### src/rtl/tout_pkg.sv
// Shared constants and FSM encoding for the tuser output buffer.
package tout_pkg;

    localparam int unsigned TUSER_W_DEF = 128;
    localparam int unsigned DEPTH_DEF   = 4;
    localparam int unsigned CNT_W_DEF   = 16;

    typedef enum logic {
        ST_IDLE = 1'b0,
        ST_HOLD = 1'b1
    } state_e;

endpackage

### src/rtl/tuser_out_buf_if.sv
// Tuple-input / AXIS-sideband bundle between the pipeline, the buffer and the AXIS master.
interface tuser_out_buf_if #(
    parameter int unsigned TUSER_W = tout_pkg::TUSER_W_DEF,
    parameter int unsigned DEPTH   = tout_pkg::DEPTH_DEF,
    parameter int unsigned CNT_W   = tout_pkg::CNT_W_DEF
);
    localparam int unsigned LVL_W = $clog2(DEPTH) + 1;

    logic               tout_valid;
    logic [TUSER_W-1:0] tout_data;
    logic               tout_tready;
    logic               tout_avalid;
    logic               tout_aready;
    logic               tout_tlast;
    logic [TUSER_W-1:0] tout_atuser;
    logic               tout_tuple_miss;
    logic [CNT_W-1:0]   tout_ovf_cnt;
    logic [LVL_W-1:0]   tout_level;

    modport master (
        output tout_valid, tout_data, tout_avalid, tout_aready, tout_tlast,
        input  tout_tready, tout_atuser, tout_tuple_miss, tout_ovf_cnt, tout_level
    );

    modport slave (
        input  tout_valid, tout_data, tout_avalid, tout_aready, tout_tlast,
        output tout_tready, tout_atuser, tout_tuple_miss, tout_ovf_cnt, tout_level
    );

endinterface

### src/rtl/tout_fifo.sv
// Power-of-2 tuple FIFO with registered occupancy; storage is not reset, only pointers.
module tout_fifo #(
    parameter int unsigned WIDTH = 128,
    parameter int unsigned DEPTH = 4
) (
    input  logic                       clk,
    input  logic                       rst,
    input  logic                       push,
    input  logic [WIDTH-1:0]           wdata,
    input  logic                       pop,
    output logic                       full,
    output logic                       empty,
    output logic [$clog2(DEPTH):0]     level,
    output logic [WIDTH-1:0]           head
);

    localparam int unsigned PTR_W = $clog2(DEPTH);
    localparam int unsigned LVL_W = PTR_W + 1;

    logic [WIDTH-1:0] mem_q [DEPTH];
    logic [PTR_W-1:0] wr_ptr_q, wr_ptr_d;
    logic [PTR_W-1:0] rd_ptr_q, rd_ptr_d;
    logic [LVL_W-1:0] level_q, level_d;
    logic             do_push, do_pop;

    // Fullness/emptiness come from the registered count, so they reflect start-of-cycle state.
    assign full  = (level_q == LVL_W'(DEPTH));
    assign empty = (level_q == '0);
    assign level = level_q;
    assign head  = mem_q[rd_ptr_q];

    assign do_push = push && !full;
    assign do_pop  = pop && !empty;

    always_comb begin
        wr_ptr_d = wr_ptr_q;
        rd_ptr_d = rd_ptr_q;
        level_d  = level_q;
        if (do_push) wr_ptr_d = wr_ptr_q + PTR_W'(1);
        if (do_pop)  rd_ptr_d = rd_ptr_q + PTR_W'(1);
        case ({do_push, do_pop})
            2'b10:   level_d = level_q + LVL_W'(1);
            2'b01:   level_d = level_q - LVL_W'(1);
            default: level_d = level_q;
        endcase
    end

    always_ff @(posedge clk or posedge rst) begin
        if (rst) begin
            wr_ptr_q <= '0;
            rd_ptr_q <= '0;
            level_q  <= '0;
        end else begin
            wr_ptr_q <= wr_ptr_d;
            rd_ptr_q <= rd_ptr_d;
            level_q  <= level_d;
        end
    end

    always_ff @(posedge clk) begin
        if (do_push) mem_q[wr_ptr_q] <= wdata;
    end

endmodule

### src/rtl/tuser_out_buf.sv
// Attaches one queued tuple to every beat of an outgoing AXIS packet, holding it for the packet.
module tuser_out_buf
    import tout_pkg::*;
#(
    parameter int unsigned TUSER_W = TUSER_W_DEF,
    parameter int unsigned DEPTH   = DEPTH_DEF,
    parameter int unsigned CNT_W   = CNT_W_DEF
) (
    input  logic               tout_aclk,
    input  logic               tout_arst,
    tuser_out_buf_if.slave     bus
);

    localparam int unsigned LVL_W = $clog2(DEPTH) + 1;

    state_e             state_q, state_d;
    logic [TUSER_W-1:0] hold_q, hold_d;
    logic               miss_q, miss_d;
    logic [CNT_W-1:0]   ovf_q, ovf_d;

    logic               fifo_full, fifo_empty, pop_c, beat_c;
    logic [LVL_W-1:0]   fifo_level;
    logic [TUSER_W-1:0] fifo_head;

    tout_fifo #(
        .WIDTH (TUSER_W),
        .DEPTH (DEPTH)
    ) u_fifo (
        .clk   (tout_aclk),
        .rst   (tout_arst),
        .push  (bus.tout_valid),
        .wdata (bus.tout_data),
        .pop   (pop_c),
        .full  (fifo_full),
        .empty (fifo_empty),
        .level (fifo_level),
        .head  (fifo_head)
    );

    assign beat_c = bus.tout_avalid && bus.tout_aready;

    // Packet-boundary tracking: the first accepted beat claims the head tuple (or flags a miss).
    always_comb begin
        state_d = state_q;
        hold_d  = hold_q;
        miss_d  = 1'b0;
        ovf_d   = ovf_q;
        pop_c   = 1'b0;
        case (state_q)
            ST_IDLE: begin
                if (beat_c) begin
                    if (!fifo_empty) begin
                        pop_c = 1'b1;
                        if (!bus.tout_tlast) begin
                            hold_d  = fifo_head;
                            state_d = ST_HOLD;
                        end
                    end else begin
                        miss_d  = 1'b1;
                        hold_d  = '0;
                        state_d = bus.tout_tlast ? ST_IDLE : ST_HOLD;
                    end
                end
            end
            ST_HOLD: begin
                if (beat_c && bus.tout_tlast) state_d = ST_IDLE;
            end
            default: state_d = ST_IDLE;
        endcase
        if (bus.tout_valid && fifo_full && (ovf_q != '1)) ovf_d = ovf_q + CNT_W'(1);
    end

    always_ff @(posedge tout_aclk or posedge tout_arst) begin
        if (tout_arst) begin
            state_q <= ST_IDLE;
            hold_q  <= '0;
            miss_q  <= 1'b0;
            ovf_q   <= '0;
        end else begin
            state_q <= state_d;
            hold_q  <= hold_d;
            miss_q  <= miss_d;
            ovf_q   <= ovf_d;
        end
    end

    // tuser follows the head between packets so the first beat already carries its tuple.
    assign bus.tout_atuser     = (state_q == ST_HOLD) ? hold_q :
                                 (fifo_empty ? '0 : fifo_head);
    assign bus.tout_tready     = !fifo_full;
    assign bus.tout_tuple_miss = miss_q;
    assign bus.tout_ovf_cnt    = ovf_q;
    assign bus.tout_level      = fifo_level;

endmodule

### src/flat_wrapper.sv
// flat-port wrapper written by rule: the top's interface ports become plain ports
module tuser_out_buf_flat import tout_pkg::*;
#(
    parameter int unsigned TUSER_W = TUSER_W_DEF,
    parameter int unsigned DEPTH   = DEPTH_DEF,
    parameter int unsigned CNT_W   = CNT_W_DEF
)
  (tout_aclk, tout_arst, bus_tout_valid, bus_tout_data, bus_tout_avalid, bus_tout_aready, bus_tout_tlast, bus_tout_tready, bus_tout_atuser, bus_tout_tuple_miss, bus_tout_ovf_cnt, bus_tout_level);
  tuser_out_buf_if #(.TUSER_W(TUSER_W), .DEPTH(DEPTH), .CNT_W(CNT_W)) bus_i ();
  input  logic tout_aclk;
  input  logic tout_arst;
  input wire logic [$bits(bus_i.tout_valid)-1:0] bus_tout_valid;
  input wire logic [$bits(bus_i.tout_data)-1:0] bus_tout_data;
  input wire logic [$bits(bus_i.tout_avalid)-1:0] bus_tout_avalid;
  input wire logic [$bits(bus_i.tout_aready)-1:0] bus_tout_aready;
  input wire logic [$bits(bus_i.tout_tlast)-1:0] bus_tout_tlast;
  output wire logic [$bits(bus_i.tout_tready)-1:0] bus_tout_tready;
  output wire logic [$bits(bus_i.tout_atuser)-1:0] bus_tout_atuser;
  output wire logic [$bits(bus_i.tout_tuple_miss)-1:0] bus_tout_tuple_miss;
  output wire logic [$bits(bus_i.tout_ovf_cnt)-1:0] bus_tout_ovf_cnt;
  output wire logic [$bits(bus_i.tout_level)-1:0] bus_tout_level;
  assign bus_i.tout_valid = bus_tout_valid;
  assign bus_i.tout_data = bus_tout_data;
  assign bus_i.tout_avalid = bus_tout_avalid;
  assign bus_i.tout_aready = bus_tout_aready;
  assign bus_i.tout_tlast = bus_tout_tlast;
  assign bus_tout_tready = bus_i.tout_tready;
  assign bus_tout_atuser = bus_i.tout_atuser;
  assign bus_tout_tuple_miss = bus_i.tout_tuple_miss;
  assign bus_tout_ovf_cnt = bus_i.tout_ovf_cnt;
  assign bus_tout_level = bus_i.tout_level;
  tuser_out_buf #(.TUSER_W(TUSER_W), .DEPTH(DEPTH), .CNT_W(CNT_W)) u_core (.tout_aclk(tout_aclk), .tout_arst(tout_arst), .bus(bus_i));
endmodule
### config.mk
export PLATFORM = sky130hd
export DESIGN_NAME = tuser_out_buf_flat
export DESIGN_NICKNAME = d
export VERILOG_FILES = /design/src/rtl/tout_pkg.sv /design/src/rtl/tuser_out_buf_if.sv /design/src/rtl/tout_fifo.sv /design/src/rtl/tuser_out_buf.sv /design/src/flat_wrapper.sv
export SDC_FILE = /design/constraint.sdc
export NUM_CORES = 1
export LEC_CHECK = 0
export BUFFER_PORTS_ARGS = -buffer_cell sky130_fd_sc_hd__buf_2
export CORE_MARGIN = 3
export CORE_UTILIZATION = 23
export CTS_CLUSTER_DIAMETER = 40
export DETAILED_ROUTE_END_ITERATION = 6
export PLACE_DENSITY = 0.36
export SKIP_LAST_GASP = 1
export SLEW_MARGIN = 40
export SYNTH_ARGS = -nofsm -noshare
export SYNTH_HDL_FRONTEND = slang
export SYNTH_SLANG_ARGS = --single-unit
### constraint.sdc
create_clock -name tout_aclk -period 5.65 [get_ports tout_aclk]
set_input_delay 0.8475 -clock tout_aclk [delete_from_list [all_inputs] [get_ports tout_aclk]]
set_output_delay 0.8475 -clock tout_aclk [all_outputs]
set_load 0.01 [all_outputs]
==> results.md <==
* Critical-path maximum fanout at 25
* NumNets Final at 1889
* # DRC at 0
* Arr. time, crit path at 3.03 ns
* WP buf/inv at 2
* Worst reg-to-reg path cell count at 4
* CP Launch Point: u_core.u_fifo.rd_ptr_q[0]$_DFFE_PP0P_
* Antenna-violating nets left at 0
* Area Growth Syn to Fin at 30.8%
* Cell Rows at 121
* Cells after Synth at 1393
* HP Class: in2async
* Ys Warns at 0
* Area share of the largest cell type after synthesis at 0.603
* Met3 Use GR at 0.0448
* Htree depth at 4
* Worst R2R End: u_core.hold_q[72]$_DFFE_PP0P_
* Final WL at 75900 um
* Largest net degree at the start of global routing at 100
* Setup bufs post-CTS at 0
* # fillers at 10823
* DRT Pass-1 Iters at 5
* Horiz. Die Dim at 339 um
* Final hold violation count at 0
* WL per Instance at 22.7 um
* Routability cong. at 0.679
* CP Cell Sequence: buf_4, mux4_2, a22o_1, buf_2
* Cell taking the most area after synthesis: edfxtp_1
* Slew HR at 0.453
* Final Setup Violations at 0
* Tot Pwr at 0.0202 W
* Port Buffers at 282
* Synth area leaders: edfxtp_1 60%, dfrtp_1 15%, mux4_2 11%
* Ports at 283
* Largest delay share family, worst path: flip-flops
* Num CTS Buffers at 132
* Top cells by count, synth: 512 x edfxtp_1, 227 x nand2_1, 153 x dfrtp_1
* CTS tree: yes
* Status: completed
* Via density per instance at 4.30
* Leak at 12.6 nW
* MaxCap Viol Count at 0
* Mean Syn Cell Area at 18.3 um^2
* Period utilization at 0.687
* Placed cell areas at 28800 um^2
* Critical Path Source Type: register
* Total Die Area at 115000 um^2
* Initial antenna violation count at 27
* Critical path required time at 4.80 ns
* Met1 GRT Util at 0.158
* Fraction of registers with async set/reset at 0.230
* Clk buf depth at 3
* P per Cell Area at 604 nW/um^2
* DR vias at 14351
* Final clock skew at 0.0367 ns
* Setup TNS at 0 ns
* Critical Path End Type: primary output
* Chip height at 339 um
* Worst-skew pair later-pin latency at 0.71 ns
* Starting Density at 0.233
* Synth Cell Area at 25500 um^2
* Core ar. at 109000 um^2
* First-pass GRT wire length at 111000 um
* EDFF count, synth at 512
* Most frequent cell after synthesis: edfxtp_1
* CTS clk-pin slew, worst paths at 0.05 ns
* Layout cells sized above 1 at 0.365
* Max-slew violation count at 0
* Max incr delay on CP at 0.84 ns
* Yosys cell types at 39
* RSZ-0062 raised after global routing: no
* Fmax at 0.258 GHz
* Reg2Reg Setup Slack at 2.49 ns
* Sequential area share after synthesis at 0.753
* Hold_buf cts at 0
* GR peak layer: met2
* Post-Syn Nets at 1534
* Post-route cell area at 33400 um^2
* GRT Resource Usage Total at 0.133
* Post-DP HPWL at 40900 um
* Resized cells post-CTS at 0
* CP max stage cell: dfrtp_4
* Clock Root Buffer: clkbuf_16
* Initial DRC Count at 689
* Top_reg_cell synth: edfxtp_1
* Min Tclk post-route at 3.88 ns
* Max IR drop VDD at 256 uV
* Clk sinks at 665
* Grt total ovfl at 0
* Kind of critical path: reg2out
* Measured slew at the worst slew-check pin at 0.820 ns
* Vias in the first global route at 15840
* Yosys reg bits at 665
* Final Util at 0.305
* Global Route met2 Usage at 0.226
-- cell type report --
cell class	count	area, um^2	area share
Antenna cell	9	22.5	0.000675
Clock buffer	158	3550	0.106
Clock inverter	84	1030	0.0310
Inverter	7	38.8	0.00116
Multi-Input combinational cell	634	5960	0.179
Sequential cell	665	19200	0.576
Tap cell	1476	1850	0.0553
Timing Repair Buffer	308	1720	0.0516
-- through the flow --
stage | hold WS (ns) | cells | setup WS [ns]
floorplan | 0.456 | 1393 | 0.681
global placement | 0.467 | 3090 | 2.38
detailed placement | 0.476 | 3090 | 2.38
CTS | 0.193 | 3332 | 1.60
global route | 0.223 | 3334 | 1.53
finish | 0.229 | 3341 | 1.77
-- cells in the final DEF (no fill, tap or decap), types with 5 or more instances in the layout --
cell type,count
a22o_1,146
buf_12,9
buf_2,282
buf_4,16
bufinv_16,17
clkbuf_1,16
clkbuf_16,136
clkbuf_8,6
clkinv_2,18
clkinv_4,10
clkinvlp_4,20
dfrtp_1,150
diode_2,9
edfxtp_1,512
ha_1,6
inv_1,6
inv_6,8
mux4_2,128
nand2_1,227
nand3_1,6
nor2_1,5
nor3_1,6
o21ai_1,55
xor2_1,15
-- kinds of logic (layout without fill, tap and decap cells) --
group                    after synthesis  count (layout)  synth area share
other                                  0               9                 0
multiplexers                         132             132             0.115
flip-flops                           665             665             0.753
AO/OA/AOI/OAI                        203             203            0.0615
AND/OR/NAND/NOR                      273             273            0.0455
XOR/XNOR                              19              19           0.00652
adder cells (fa/ha/maj)                7               7           0.00373
buffers and inverters                 94             557            0.0155
-- worst reg2reg max path: stages, from the launching register on --
cell     delay (ns)
dfrtp_4        0.89
buf_4          0.73
a211o_4        0.56
buf_12         0.61
a22o_1         0.30
-- worst max path at each step --
stage	to	depth (start not counted)
after global routing	bus_tout_atuser[39]	4
after global placement	bus_tout_atuser[39]	4
after floorplan	async pin	1
after detailed placement	bus_tout_atuser[29]	4
final	bus_tout_atuser[29]	4
after CTS	bus_tout_atuser[29]	4
-- per-layer routing --
layer	part of all wire	routed length (um)	vias to the layer above
met5	0.0020	154	-
met4	0.023	1720	22
met3	0.066	4980	151
met2	0.50	37700	387
met1	0.41	31300	7508
li1	-	-	6283
-- power breakdown --
group | internal [W] | switching [W] | leakage [nW]
clock | 0.00528 | 0.00265 | 2.19
sequential | 0.00659 | 0.000555 | 6.65
combinational | 0.00217 | 0.00292 | 3.72
-- registers in the layout, summed over array words and instances (netlist names), named ones only --
signal	count
u_core.u_fifo.mem_q	512
u_core.bus.tout_ovf_cnt	16
u_core.u_fifo.level	3
u_core.hold_q	128
u_core.bus.tout_tuple_miss	1
u_core.u_fifo.rd_ptr_q	2
u_core.u_fifo.wr_ptr_q	2
(Power assumes the default switching activity.)
